--- src/rtl/eth_idma_reg_sequencer_if.sv ---
// rtl/eth_idma_reg_sequencer_if.sv - descriptor, register-bus and completion signals of the iDMA register sequencer
interface eth_idma_reg_sequencer_if #(
    parameter int unsigned AddrWidth  = 32,
    parameter int unsigned TFLenWidth = 32,
    parameter int unsigned AW_REGBUS  = 8
);
    logic                  desc_valid_i;
    logic                  desc_ready_o;
    logic [AddrWidth-1:0]  desc_src_addr_i;
    logic [AddrWidth-1:0]  desc_dst_addr_i;
    logic [TFLenWidth-1:0] desc_length_i;
    logic [2:0]            desc_src_prot_i;
    logic [2:0]            desc_dst_prot_i;
    logic [AW_REGBUS-1:0]  reg_addr_o;
    logic                  reg_write_o;
    logic [31:0]           reg_wdata_o;
    logic [3:0]            reg_wstrb_o;
    logic                  reg_valid_o;
    logic [31:0]           reg_rdata_i;
    logic                  reg_error_i;
    logic                  reg_ready_i;
    logic                  done_valid_o;
    logic [1:0]            done_status_o;
    logic                  busy_o;

    // master: the sequencer itself (initiator of register accesses)
    modport master (
        input  desc_valid_i, desc_src_addr_i, desc_dst_addr_i, desc_length_i,
               desc_src_prot_i, desc_dst_prot_i, reg_rdata_i, reg_error_i, reg_ready_i,
        output desc_ready_o, reg_addr_o, reg_write_o, reg_wdata_o, reg_wstrb_o,
               reg_valid_o, done_valid_o, done_status_o, busy_o
    );

    modport slave (
        output desc_valid_i, desc_src_addr_i, desc_dst_addr_i, desc_length_i,
               desc_src_prot_i, desc_dst_prot_i, reg_rdata_i, reg_error_i, reg_ready_i,
        input  desc_ready_o, reg_addr_o, reg_write_o, reg_wdata_o, reg_wstrb_o,
               reg_valid_o, done_valid_o, done_status_o, busy_o
    );
endinterface

--- src/rtl/eth_idma_reg_sequencer.sv ---
// rtl/eth_idma_reg_sequencer.sv - programs, launches and completes one 1D iDMA transfer over the register bus
module eth_idma_reg_sequencer #(
    parameter int unsigned          AddrWidth   = 32,
    parameter int unsigned          TFLenWidth  = 32,
    parameter int unsigned          AW_REGBUS   = 8,
    parameter logic [AW_REGBUS-1:0] SrcAddrOff  = 8'h00,
    parameter logic [AW_REGBUS-1:0] DstAddrOff  = 8'h04,
    parameter logic [AW_REGBUS-1:0] LengthOff   = 8'h08,
    parameter logic [AW_REGBUS-1:0] SrcProtOff  = 8'h0C,
    parameter logic [AW_REGBUS-1:0] DstProtOff  = 8'h10,
    parameter logic [AW_REGBUS-1:0] ReqValidOff = 8'h14,
    parameter logic [AW_REGBUS-1:0] ReqReadyOff = 8'h18,
    parameter logic [AW_REGBUS-1:0] RspValidOff = 8'h1C,
    parameter logic [AW_REGBUS-1:0] RspReadyOff = 8'h20,
    parameter int unsigned          PollTimeout = 1024
) (
    input logic                       clk_i,
    input logic                       rst_i,
    eth_idma_reg_sequencer_if.master  bus
);
    localparam int unsigned     CntW   = $clog2(PollTimeout + 1);
    localparam logic [CntW-1:0] CntMax = CntW'(PollTimeout);

    typedef enum logic [3:0] {
        IDLE, W_SRC, W_DST, W_LEN, W_SPROT, W_DPROT, W_REQV1, P_REQRDY,
        W_REQV0, P_RSPV, W_RSPR1, W_RSPR0, ABORT, DONE
    } state_t;

    state_t               state_q, state_d;
    logic                 gap_q, gap_d;
    logic [CntW-1:0]      cnt_q, cnt_d, cnt_inc;
    logic [1:0]           status_q, status_d;
    logic [31:0]          src_q, dst_q, len_q;
    logic [2:0]           sprot_q, dprot_q;
    logic                 accept, access, is_write, valid, complete;
    logic [AW_REGBUS-1:0] addr;
    logic [31:0]          wdata;
    logic                 unused_rdata;

    assign unused_rdata = ^bus.reg_rdata_i[31:1];
    assign accept       = (state_q == IDLE) && bus.desc_valid_i;
    assign cnt_inc      = (cnt_q == CntMax) ? cnt_q : cnt_q + 1'b1;

    always_ff @(posedge clk_i or posedge rst_i) begin
        if (rst_i) begin
            state_q  <= IDLE;
            gap_q    <= 1'b0;
            cnt_q    <= '0;
            status_q <= 2'd0;
            src_q    <= '0;
            dst_q    <= '0;
            len_q    <= '0;
            sprot_q  <= '0;
            dprot_q  <= '0;
        end else begin
            state_q  <= state_d;
            gap_q    <= gap_d;
            cnt_q    <= cnt_d;
            status_q <= status_d;
            if (accept) begin
                src_q   <= 32'(bus.desc_src_addr_i);
                dst_q   <= 32'(bus.desc_dst_addr_i);
                len_q   <= 32'(bus.desc_length_i);
                sprot_q <= bus.desc_src_prot_i;
                dprot_q <= bus.desc_dst_prot_i;
            end
        end
    end

    always_comb begin
        state_d  = state_q;
        gap_d    = 1'b0;
        cnt_d    = cnt_q;
        status_d = status_q;
        access   = 1'b1;
        is_write = 1'b1;
        addr     = '0;
        wdata    = '0;
        unique case (state_q)
            IDLE: begin
                access   = 1'b0;
                is_write = 1'b0;
                if (accept) begin
                    state_d  = W_SRC;
                    status_d = 2'd0;
                end
            end
            W_SRC:    begin addr = SrcAddrOff;  wdata = src_q;             end
            W_DST:    begin addr = DstAddrOff;  wdata = dst_q;             end
            W_LEN:    begin addr = LengthOff;   wdata = len_q;             end
            W_SPROT:  begin addr = SrcProtOff;  wdata = {29'd0, sprot_q};  end
            W_DPROT:  begin addr = DstProtOff;  wdata = {29'd0, dprot_q};  end
            W_REQV1:  begin addr = ReqValidOff; wdata = 32'd1;             end
            P_REQRDY: begin addr = ReqReadyOff; is_write = 1'b0;           end
            W_REQV0:  begin addr = ReqValidOff;                            end
            P_RSPV:   begin addr = RspValidOff; is_write = 1'b0;           end
            W_RSPR1:  begin addr = RspReadyOff; wdata = 32'd1;             end
            W_RSPR0:  begin addr = RspReadyOff;                            end
            ABORT:    begin addr = ReqValidOff;                            end
            DONE: begin
                access   = 1'b0;
                is_write = 1'b0;
                state_d  = IDLE;
            end
            default: begin
                access   = 1'b0;
                is_write = 1'b0;
                state_d  = IDLE;
            end
        endcase

        // gap_q forces one idle bus cycle after every completed access
        valid    = access && !gap_q;
        complete = valid && bus.reg_ready_i;
        if (complete) begin
            gap_d = 1'b1;
            if (bus.reg_error_i && state_q != ABORT) begin
                state_d  = ABORT;
                status_d = 2'd1;
            end else begin
                unique case (state_q)
                    W_SRC:   state_d = W_DST;
                    W_DST:   state_d = W_LEN;
                    W_LEN:   state_d = W_SPROT;
                    W_SPROT: state_d = W_DPROT;
                    W_DPROT: state_d = W_REQV1;
                    W_REQV1: begin state_d = P_REQRDY; cnt_d = '0; end
                    W_REQV0: begin state_d = P_RSPV;   cnt_d = '0; end
                    P_REQRDY, P_RSPV: begin
                        cnt_d = cnt_inc;
                        if (bus.reg_rdata_i[0]) begin
                            state_d = (state_q == P_REQRDY) ? W_REQV0 : W_RSPR1;
                        end else if (cnt_inc == CntMax) begin
                            state_d  = ABORT;
                            status_d = 2'd2;
                        end
                    end
                    W_RSPR1: state_d = W_RSPR0;
                    W_RSPR0: state_d = DONE;
                    ABORT:   state_d = DONE;
                    default: state_d = state_q;
                endcase
            end
        end
    end

    assign bus.desc_ready_o  = (state_q == IDLE) && !rst_i;
    assign bus.reg_valid_o   = valid;
    assign bus.reg_write_o   = valid && is_write;
    assign bus.reg_addr_o    = valid ? addr : '0;
    assign bus.reg_wdata_o   = (valid && is_write) ? wdata : 32'd0;
    assign bus.reg_wstrb_o   = (valid && is_write) ? 4'hF : 4'h0;
    assign bus.done_valid_o  = (state_q == DONE);
    assign bus.done_status_o = (state_q == DONE) ? status_q : 2'd0;
    assign bus.busy_o        = (state_q != IDLE);
endmodule

--- src/flat_wrapper.sv ---
// flat-port wrapper written by rule: the top's interface ports become plain ports
module eth_idma_reg_sequencer_flat 
#(
    parameter int unsigned          AddrWidth   = 32,
    parameter int unsigned          TFLenWidth  = 32,
    parameter int unsigned          AW_REGBUS   = 8,
    parameter logic [AW_REGBUS-1:0] SrcAddrOff  = 8'h00,
    parameter logic [AW_REGBUS-1:0] DstAddrOff  = 8'h04,
    parameter logic [AW_REGBUS-1:0] LengthOff   = 8'h08,
    parameter logic [AW_REGBUS-1:0] SrcProtOff  = 8'h0C,
    parameter logic [AW_REGBUS-1:0] DstProtOff  = 8'h10,
    parameter logic [AW_REGBUS-1:0] ReqValidOff = 8'h14,
    parameter logic [AW_REGBUS-1:0] ReqReadyOff = 8'h18,
    parameter logic [AW_REGBUS-1:0] RspValidOff = 8'h1C,
    parameter logic [AW_REGBUS-1:0] RspReadyOff = 8'h20,
    parameter int unsigned          PollTimeout = 1024
)
  (clk_i, rst_i, bus_desc_valid_i, bus_desc_src_addr_i, bus_desc_dst_addr_i, bus_desc_length_i, bus_desc_src_prot_i, bus_desc_dst_prot_i, bus_reg_rdata_i, bus_reg_error_i, bus_reg_ready_i, bus_desc_ready_o, bus_reg_addr_o, bus_reg_write_o, bus_reg_wdata_o, bus_reg_wstrb_o, bus_reg_valid_o, bus_done_valid_o, bus_done_status_o, bus_busy_o);
  eth_idma_reg_sequencer_if #(.AddrWidth(AddrWidth), .TFLenWidth(TFLenWidth), .AW_REGBUS(AW_REGBUS)) bus_i ();
  input logic clk_i;
  input logic rst_i;
  input wire logic [$bits(bus_i.desc_valid_i)-1:0] bus_desc_valid_i;
  input wire logic [$bits(bus_i.desc_src_addr_i)-1:0] bus_desc_src_addr_i;
  input wire logic [$bits(bus_i.desc_dst_addr_i)-1:0] bus_desc_dst_addr_i;
  input wire logic [$bits(bus_i.desc_length_i)-1:0] bus_desc_length_i;
  input wire logic [$bits(bus_i.desc_src_prot_i)-1:0] bus_desc_src_prot_i;
  input wire logic [$bits(bus_i.desc_dst_prot_i)-1:0] bus_desc_dst_prot_i;
  input wire logic [$bits(bus_i.reg_rdata_i)-1:0] bus_reg_rdata_i;
  input wire logic [$bits(bus_i.reg_error_i)-1:0] bus_reg_error_i;
  input wire logic [$bits(bus_i.reg_ready_i)-1:0] bus_reg_ready_i;
  output wire logic [$bits(bus_i.desc_ready_o)-1:0] bus_desc_ready_o;
  output wire logic [$bits(bus_i.reg_addr_o)-1:0] bus_reg_addr_o;
  output wire logic [$bits(bus_i.reg_write_o)-1:0] bus_reg_write_o;
  output wire logic [$bits(bus_i.reg_wdata_o)-1:0] bus_reg_wdata_o;
  output wire logic [$bits(bus_i.reg_wstrb_o)-1:0] bus_reg_wstrb_o;
  output wire logic [$bits(bus_i.reg_valid_o)-1:0] bus_reg_valid_o;
  output wire logic [$bits(bus_i.done_valid_o)-1:0] bus_done_valid_o;
  output wire logic [$bits(bus_i.done_status_o)-1:0] bus_done_status_o;
  output wire logic [$bits(bus_i.busy_o)-1:0] bus_busy_o;
  assign bus_i.desc_valid_i = bus_desc_valid_i;
  assign bus_i.desc_src_addr_i = bus_desc_src_addr_i;
  assign bus_i.desc_dst_addr_i = bus_desc_dst_addr_i;
  assign bus_i.desc_length_i = bus_desc_length_i;
  assign bus_i.desc_src_prot_i = bus_desc_src_prot_i;
  assign bus_i.desc_dst_prot_i = bus_desc_dst_prot_i;
  assign bus_i.reg_rdata_i = bus_reg_rdata_i;
  assign bus_i.reg_error_i = bus_reg_error_i;
  assign bus_i.reg_ready_i = bus_reg_ready_i;
  assign bus_desc_ready_o = bus_i.desc_ready_o;
  assign bus_reg_addr_o = bus_i.reg_addr_o;
  assign bus_reg_write_o = bus_i.reg_write_o;
  assign bus_reg_wdata_o = bus_i.reg_wdata_o;
  assign bus_reg_wstrb_o = bus_i.reg_wstrb_o;
  assign bus_reg_valid_o = bus_i.reg_valid_o;
  assign bus_done_valid_o = bus_i.done_valid_o;
  assign bus_done_status_o = bus_i.done_status_o;
  assign bus_busy_o = bus_i.busy_o;
  eth_idma_reg_sequencer #(.AddrWidth(AddrWidth), .TFLenWidth(TFLenWidth), .AW_REGBUS(AW_REGBUS), .SrcAddrOff(SrcAddrOff), .DstAddrOff(DstAddrOff), .LengthOff(LengthOff), .SrcProtOff(SrcProtOff), .DstProtOff(DstProtOff), .ReqValidOff(ReqValidOff), .ReqReadyOff(ReqReadyOff), .RspValidOff(RspValidOff), .RspReadyOff(RspReadyOff), .PollTimeout(PollTimeout)) u_core (.clk_i(clk_i), .rst_i(rst_i), .bus(bus_i));
endmodule
--- config.mk ---
export PLATFORM = sky130hd
export DESIGN_NAME = eth_idma_reg_sequencer_flat
export DESIGN_NICKNAME = d
export VERILOG_FILES = /design/src/rtl/eth_idma_reg_sequencer_if.sv /design/src/rtl/eth_idma_reg_sequencer.sv /design/src/flat_wrapper.sv
export SDC_FILE = /design/constraint.sdc
export NUM_CORES = 1
export LEC_CHECK = 0
export CAP_MARGIN = 25
export CORE_MARGIN = 2
export CORE_UTILIZATION = 40
export DETAILED_ROUTE_END_ITERATION = 16
export PLACE_DENSITY_LB_ADDON = 0.25
export REMOVE_ABC_BUFFERS = 1
export SLEW_MARGIN = 20
export SYNTH_ARGS = -nofsm -noshare
export SYNTH_HDL_FRONTEND = slang
export SYNTH_SLANG_ARGS = --single-unit
--- constraint.sdc ---
create_clock -name clk_i -period 5.2 [get_ports clk_i]
set_input_delay 1.3 -clock clk_i [delete_from_list [all_inputs] [get_ports clk_i]]
set_output_delay 1.3 -clock clk_i [all_outputs]
set_load 0.05 [all_outputs]
# Word-level counts from Yosys, hierarchy flattened
# Index checks and enable logic that the tools add are counted.
[op_classes]
reduce_logical = 20
bitwise_logic = 1
n_mux = 26
add_sub_neg = 1
n_eq_ne = 17
[ops]
columns = ["operator", "n"]
rows = [
  ["$pmux W32 S6", 1],
  ["$pmux W6 S8", 1],
  ["$pmux W4 S10", 1],
  ["$mux W32", 1],
  ["$eq A4 B4 Y1 const B", 6],
  ["$mux W4", 6],
  ["$eq A11 B11 Y1 const B", 2],
  ["$pmux W11 S2", 1],
  ["$mux W2", 9],
  ["$eq A4 B3 Y1 const B", 4],
  ["$ne A12 B12 Y1 const B", 1],
  ["$reduce_or A12 Y1", 1],
  ["$add A11 B1 Y11 const B", 1],
  ["$mux W11", 1],
  ["$reduce_or A10 Y1", 1],
  ["$reduce_or A2 Y1", 5],
  ["$eq A4 B2 Y1 const B", 2],
  ["$pmux W4 S2", 1],
  ["$logic_and A1 B1 Y1", 6],
  ["$mux W6", 1],
  ["$eq A4 B1 Y1 const B", 1],
  ["$logic_not A4 Y1", 1],
  ["$ne A4 B4 Y1 const B", 1],
  ["$reduce_bool A4 Y1", 1],
  ["other kinds (6)", 9],
]
[totals]
register_bits = 120

# Logic depth before layout (Yosys ltp)
# Gate-level depths: netlist of the first run.
[logic_depth]
word_depth = 9
ltp_mapped = 8
ltp_nobuf = 7

# Worst setup path after synthesis of the first run
# Ideal clock, no wire load.
[synth_path]
kind = "register -> output"
startpoint = "register u_core.state_q[0]"
endpoint = "output port bus_reg_wstrb_o[0]"
slack_ns = 1.570
path_stages_with_launch = 9
t_required_ns = 3.900
arrival_ns = 2.330
cell_sequence = "dfrtp_1 > buf_6 > inv_1 > clkbuf_1 > nand2_1 > nand3_1 > nand2_1 > a21oi_1 > buf_4"
[synth_between]
elab_chain_len = 6
[synth_rtl]
columns = ["item", "line", "text"]
rows = [
  ["start, declared", "eth_idma_reg_sequencer.sv:29", "state_t state_q, state_d;"],
  ["start signal, assigned", "eth_idma_reg_sequencer.sv:56", "state_q <= state_d;"],
  ["$eq A4 B1 Y1 (tied with other cells)", "eth_idma_reg_sequencer.sv:79", "unique case (state_q)"],
  ["$reduce_or A12 Y1 (no line)", "n/a", ""],
  ["$mux W1", "eth_idma_reg_sequencer.sv:79", ""],
  ["$logic_and A1 B1 Y1", "eth_idma_reg_sequencer.sv:113", "valid = access && !gap_q;"],
  ["$logic_and A1 B1 Y1 (*)", "n/a", ""],
  ["via bus_reg_write_o", "flat_wrapper.sv:33", "output wire logic [$bits(bus_i.reg_write_o)-1:0] bus_reg_write_o;"],
  ["$mux W4 (*)", "eth_idma_reg_sequencer.sv:152", "assign bus.reg_wstrb_o = (valid && is_write) ? 4'hF : 4'h0;"],
  ["end, declared", "flat_wrapper.sv:35", "output wire logic [$bits(bus_i.reg_wstrb_o)-1:0] bus_reg_wstrb_o;"],
]
# Mark *: on every way through the listed nets, which the timed path passes. The rest lies on a longest branch.

# Worst setup path after layout of the first run
[layout_path]
startpoint = "register u_core.state_q[2]"
endpoint = "output port bus_reg_wdata_o[31]"
[layout_between]
elab_chain_len = 6
[layout_rtl]
columns = ["item", "line", "text"]
rows = [
  ["$eq A4 B1 Y1 (tied with other cells)", "eth_idma_reg_sequencer.sv:79", ""],
  ["$reduce_or A12 Y1 (no line)", "n/a", ""],
  ["$mux W1", "eth_idma_reg_sequencer.sv:79", ""],
  ["$logic_and A1 B1 Y1", "eth_idma_reg_sequencer.sv:113", ""],
  ["$logic_and A1 B1 Y1", "eth_idma_reg_sequencer.sv:151", "assign bus.reg_wdata_o = (valid && is_write) ? wdata : 32'd0;"],
  ["$mux W32 (*)", "eth_idma_reg_sequencer.sv:151", ""],
  ["end, declared", "flat_wrapper.sv:34", "output wire logic [$bits(bus_i.reg_wdata_o)-1:0] bus_reg_wdata_o;"],
]
# Every way passes the cells marked *; elsewhere a longest branch is shown, timed or not.

==> summary.txt, run 1 <==
Setup path
  – Startpoint Class: flip-flop
  – Crit path kind: flip-flop to output pin
  – CP endpoint kind: output pin
  – Buf/Inv on CP: 4
  – Worst-path fanout max: 30
  – CP max stage delay: 0.85 ns
  – Crit path cell chain: buf_4 > inv_1 > nand2_1 > nor2_2 > buf_4 > a222oi_1 > nor2_1 > clkdlybuf4s50_1
  – Worst path most repeated cell: buf_4
  – Slowest CP cell: clkdlybuf4s50_1
  – Family with the most delay on the worst path: buffers and inverters
  – Worst EP arrival: ~3.1 ns
  – Critical Path RT: 3.90 ns

Detailed routing
  – Detail Route Antenna Nets: 0
  – Starting DRT DRC Count: roughly 440
  – Avg WL per Cell: between 15 and 20 um
  – Routed WL: between 15 and 20 mm
  – Vias per inst: about 5.5
  – Via count: about 4700
  – # DRC: 0
  – TritonRoute pass-1 iters: 6

Timing
  – Max-slew violations: 0
  – Finish-stage setup viols: 0
  – Fmax: 225 MHz
  – Unrepaired setup endpoints after global routing: no
  – Slew HR: approximately two fifths
  – Final Hold Fails: 0
  – Final worst-path cycle share: a little under nine tenths
  – Worst-margin pin slew: 0.881 ns
  – Worst setup margin: 0.763 ns
  – Tmin final: 4.44 ns
  – Setup Skew: around 0.0064 ns
  – Setup TNS: 0 ns

Clocking
  – Hold-fix buffers, CTS: 0
  – CTS tree: built
  – Max Root-Sink Buffers: 2
  – TritonCTS Sinks: 120
  – H-tree Lvls: 4
  – Skew-Pair Late Insertion Delay: 0.41 ns
  – Root Buffer: clkbuf_16
  – # Post-CTS Setup Buffers: 0
  – CTS buffer count: 17
  – Clk pin slew, worst setup/hold paths: 0.06 ns
  – PostCTS Resize Cnt: 0

Global routing
  – Gr usage total: 20.1%
  – Vias in the first global route: just over 5000
  – Largest net degree at the start of global routing: 69
  – Initial antenna violation count: 0
  – First-pass GRT wire length: 25.4 mm
  – Remaining global-route overflow: 0

Power
  – Total net switching power: 1.88 mW
  – Leakage: 3.37 nW
  – Logic pwr share: between 40 and 50%
  – Cell-internal power: 3.01 mW
  – Register share of total power: between 30% and 40%
  – Cell Pwr Density: just under 600 nW/um^2
  – Clock power frac: between 20% and 30%
  – Net Sw Frac: 38.5%
  – VDD IR-drop max: 0.278 mV

Placement
  – Pre-CTS setup slack: 1.18 ns
  – Dpl cell area: ~7600 um^2
  – Post-DP HPWL: slightly above 10 mm
  – DP Cell Count: 826
  – Gpl congestion: between 0.9 and 1
  – PortBufs: between 150 and 200

Final layout
  – Area of the multi-input gates: 2690 um^2
  – Register area: 3000 um^2
  – Share of layout cells above drive strength 1: about a quarter
  – Final Cell Area: 8200 um^2
  – Most common cell after layout, fill and taps aside: clkdlybuf4s50_1
  – # diodes: 0
  – Post-layout nets: around 800
  – FILL cells: between 1000 and 1500
  – Layout Area Growth over Synthesis: 37.3%
  – Most frequent cells in the layout: clkdlybuf4s50_1 (154), dfrtp_1 (120), mux2_2 (104)
  – Non-filler cells, final: about 860

Worst hold path
  – Hold crit path type: flip-flop to flip-flop

Floorplan
  – Core ar.: between 10000 and 15000 um^2
  – Die Area: 15900 um^2
  – Num ports: 190
  – # rows: 44
  – Initial core utilization: 41.1%
  – Chip height: 126 um
  – Die Span X: about 130 um

Logic synthesis
  – Synth cell types: 57
  – Ys Warns: 0
  – Post-Syn Area: about 6000 um^2
  – FFs w/ async S/R, synth: 100%
  – Post-synth EDFFs: 0
  – Post-synthesis sequential area ratio: between 50% and 60%
  – Post-Syn Instances: around 520
  – #FFs+latches synth: 120
  – Avg Cell Area, Syn: approximately 12 um^2
  – Synth Flop Type: dfrtp_1

Run
  – Max-cap viol count: 0

Outcome
  – Status: complete, no violations
sequential cells by signal (all words and copies together), names as in the netlist:
name,count
u_core.cnt_q,11
u_core.src_q,32
u_core.gap_q,1
u_core.dst_q,32
u_core.len_q,32
u_core.dprot_q,3
u_core.sprot_q,3
u_core.status_q,2
u_core.state_q,4
path summary, 6_finish.rpt:
kind	slack, ns	start	to	cells after the start
min in group asynchronous	1.44	rst_i	u_core.state_q[2]	2
max	0.76	u_core.state_q[2]	bus_reg_wdata_o[31]	8
max in group asynchronous	2.83	rst_i	u_core.src_q[23]	3
min reg2reg	0.51	u_core.dst_q[6]	u_core.dst_q[6]	1
min	0.51	u_core.dst_q[6]	u_core.dst_q[6]	1
max reg2reg	2.56	u_core.state_q[0]	u_core.dst_q[7]	5
worst register-to-register path: stages, from the launching register on:
cell     delay [ns]
dfrtp_1        0.37
buf_4          0.24
nor4_2         0.53
nand2_4        0.57
buf_4          0.51
mux2_2         0.31
power groups by stage:
stage / Sequential [mW] / Clock [mW] / Combinational, mW
6_report: 1.65 / 1.14 / 2.09
3_5_place_dp: 1.66 / 0 / 2.10
2_1_floorplan: 1.63 / 0 / 1.43
4_1_cts: 1.65 / 1.16 / 2.11
5_1_grt: 1.71 / 1.21 / 2.25
3_3_place_gp: 1.63 / 0 / 2.06
cells by family after synthesis:
logic type / after synthesis / share of synthesized area [%]
AND/OR/NAND/NOR: 132 / 11.2
flip-flops: 120 / 50.3
multiplexers: 105 / 19.8
AO/OA/AOI/OAI: 100 / 12.9
buffers and inverters: 56 / 5.20
adder cells (fa/ha/maj): 2 / 0.419
other: 1 / 0.0628
XOR/XNOR: 1 / 0.147
stage by stage:
stage	utilization (%)	total power [mW]	hold WS (ns)
finish	56.4	4.89	0.508
global placement	52.5	3.69	0.487
CTS	56.4	4.93	0.507
detailed placement	52.5	3.76	0.495
floorplan	-	3.06	0.479
global route	56.4	5.16	0.516
synth_stat cells, types with 6 or more instances:
cell type    n  share of area, %
mux2_2     104                20
nand3_1      9              0.75
and2_1       6              0.63
nor3_1       8              0.67
buf_2        8              0.67
buf_4       10               1.3
clkbuf_1    14              0.88
a31oi_1      7              0.73
nor2_1      50               3.1
buf_6        7               1.3
dfrtp_1    120                50
inv_1        8              0.50
buf_1        7              0.44
nand2b_1     6              0.63
nand2_1     25               1.6
a222oi_1    30               5.0
a21oi_1     16               1.3
o21ai_0     14               1.2
metal layers:
layer	part of all wire [%]	global-route usage (%)	up-vias
met4	1.8	8.14	0
met3	9.4	7.86	26
li1	-	-	2197
met1	42	24.8	2304
met2	47	31.7	186
met5	0	0	-
final cells by class:
cell class / instances / share of cell area [%]
tap: 184 / 2.81
multi-input combinational: 344 / 32.8
clock inverter: 15 / 1.85
clock buffer: 17 / 5.19
sequential: 120 / 36.6
inverter: 10 / 0.488
timing repair buffer: 168 / 20.2
(Power assumes the default switching activity.)
==> run 2: changes to the inputs <==
--- a/config.mk
+++ b/config.mk
@@ -8,6 +8,7 @@
 export CAP_MARGIN = 25
 export CORE_MARGIN = 2
 export CORE_UTILIZATION = 40
+export CTS_CLUSTER_DIAMETER = 150
 export DETAILED_ROUTE_END_ITERATION = 16
 export PLACE_DENSITY_LB_ADDON = 0.25
 export REMOVE_ABC_BUFFERS = 1
==> results of run 2 <==
No change in the layout: final DEF, timing and power equal those of run 1.
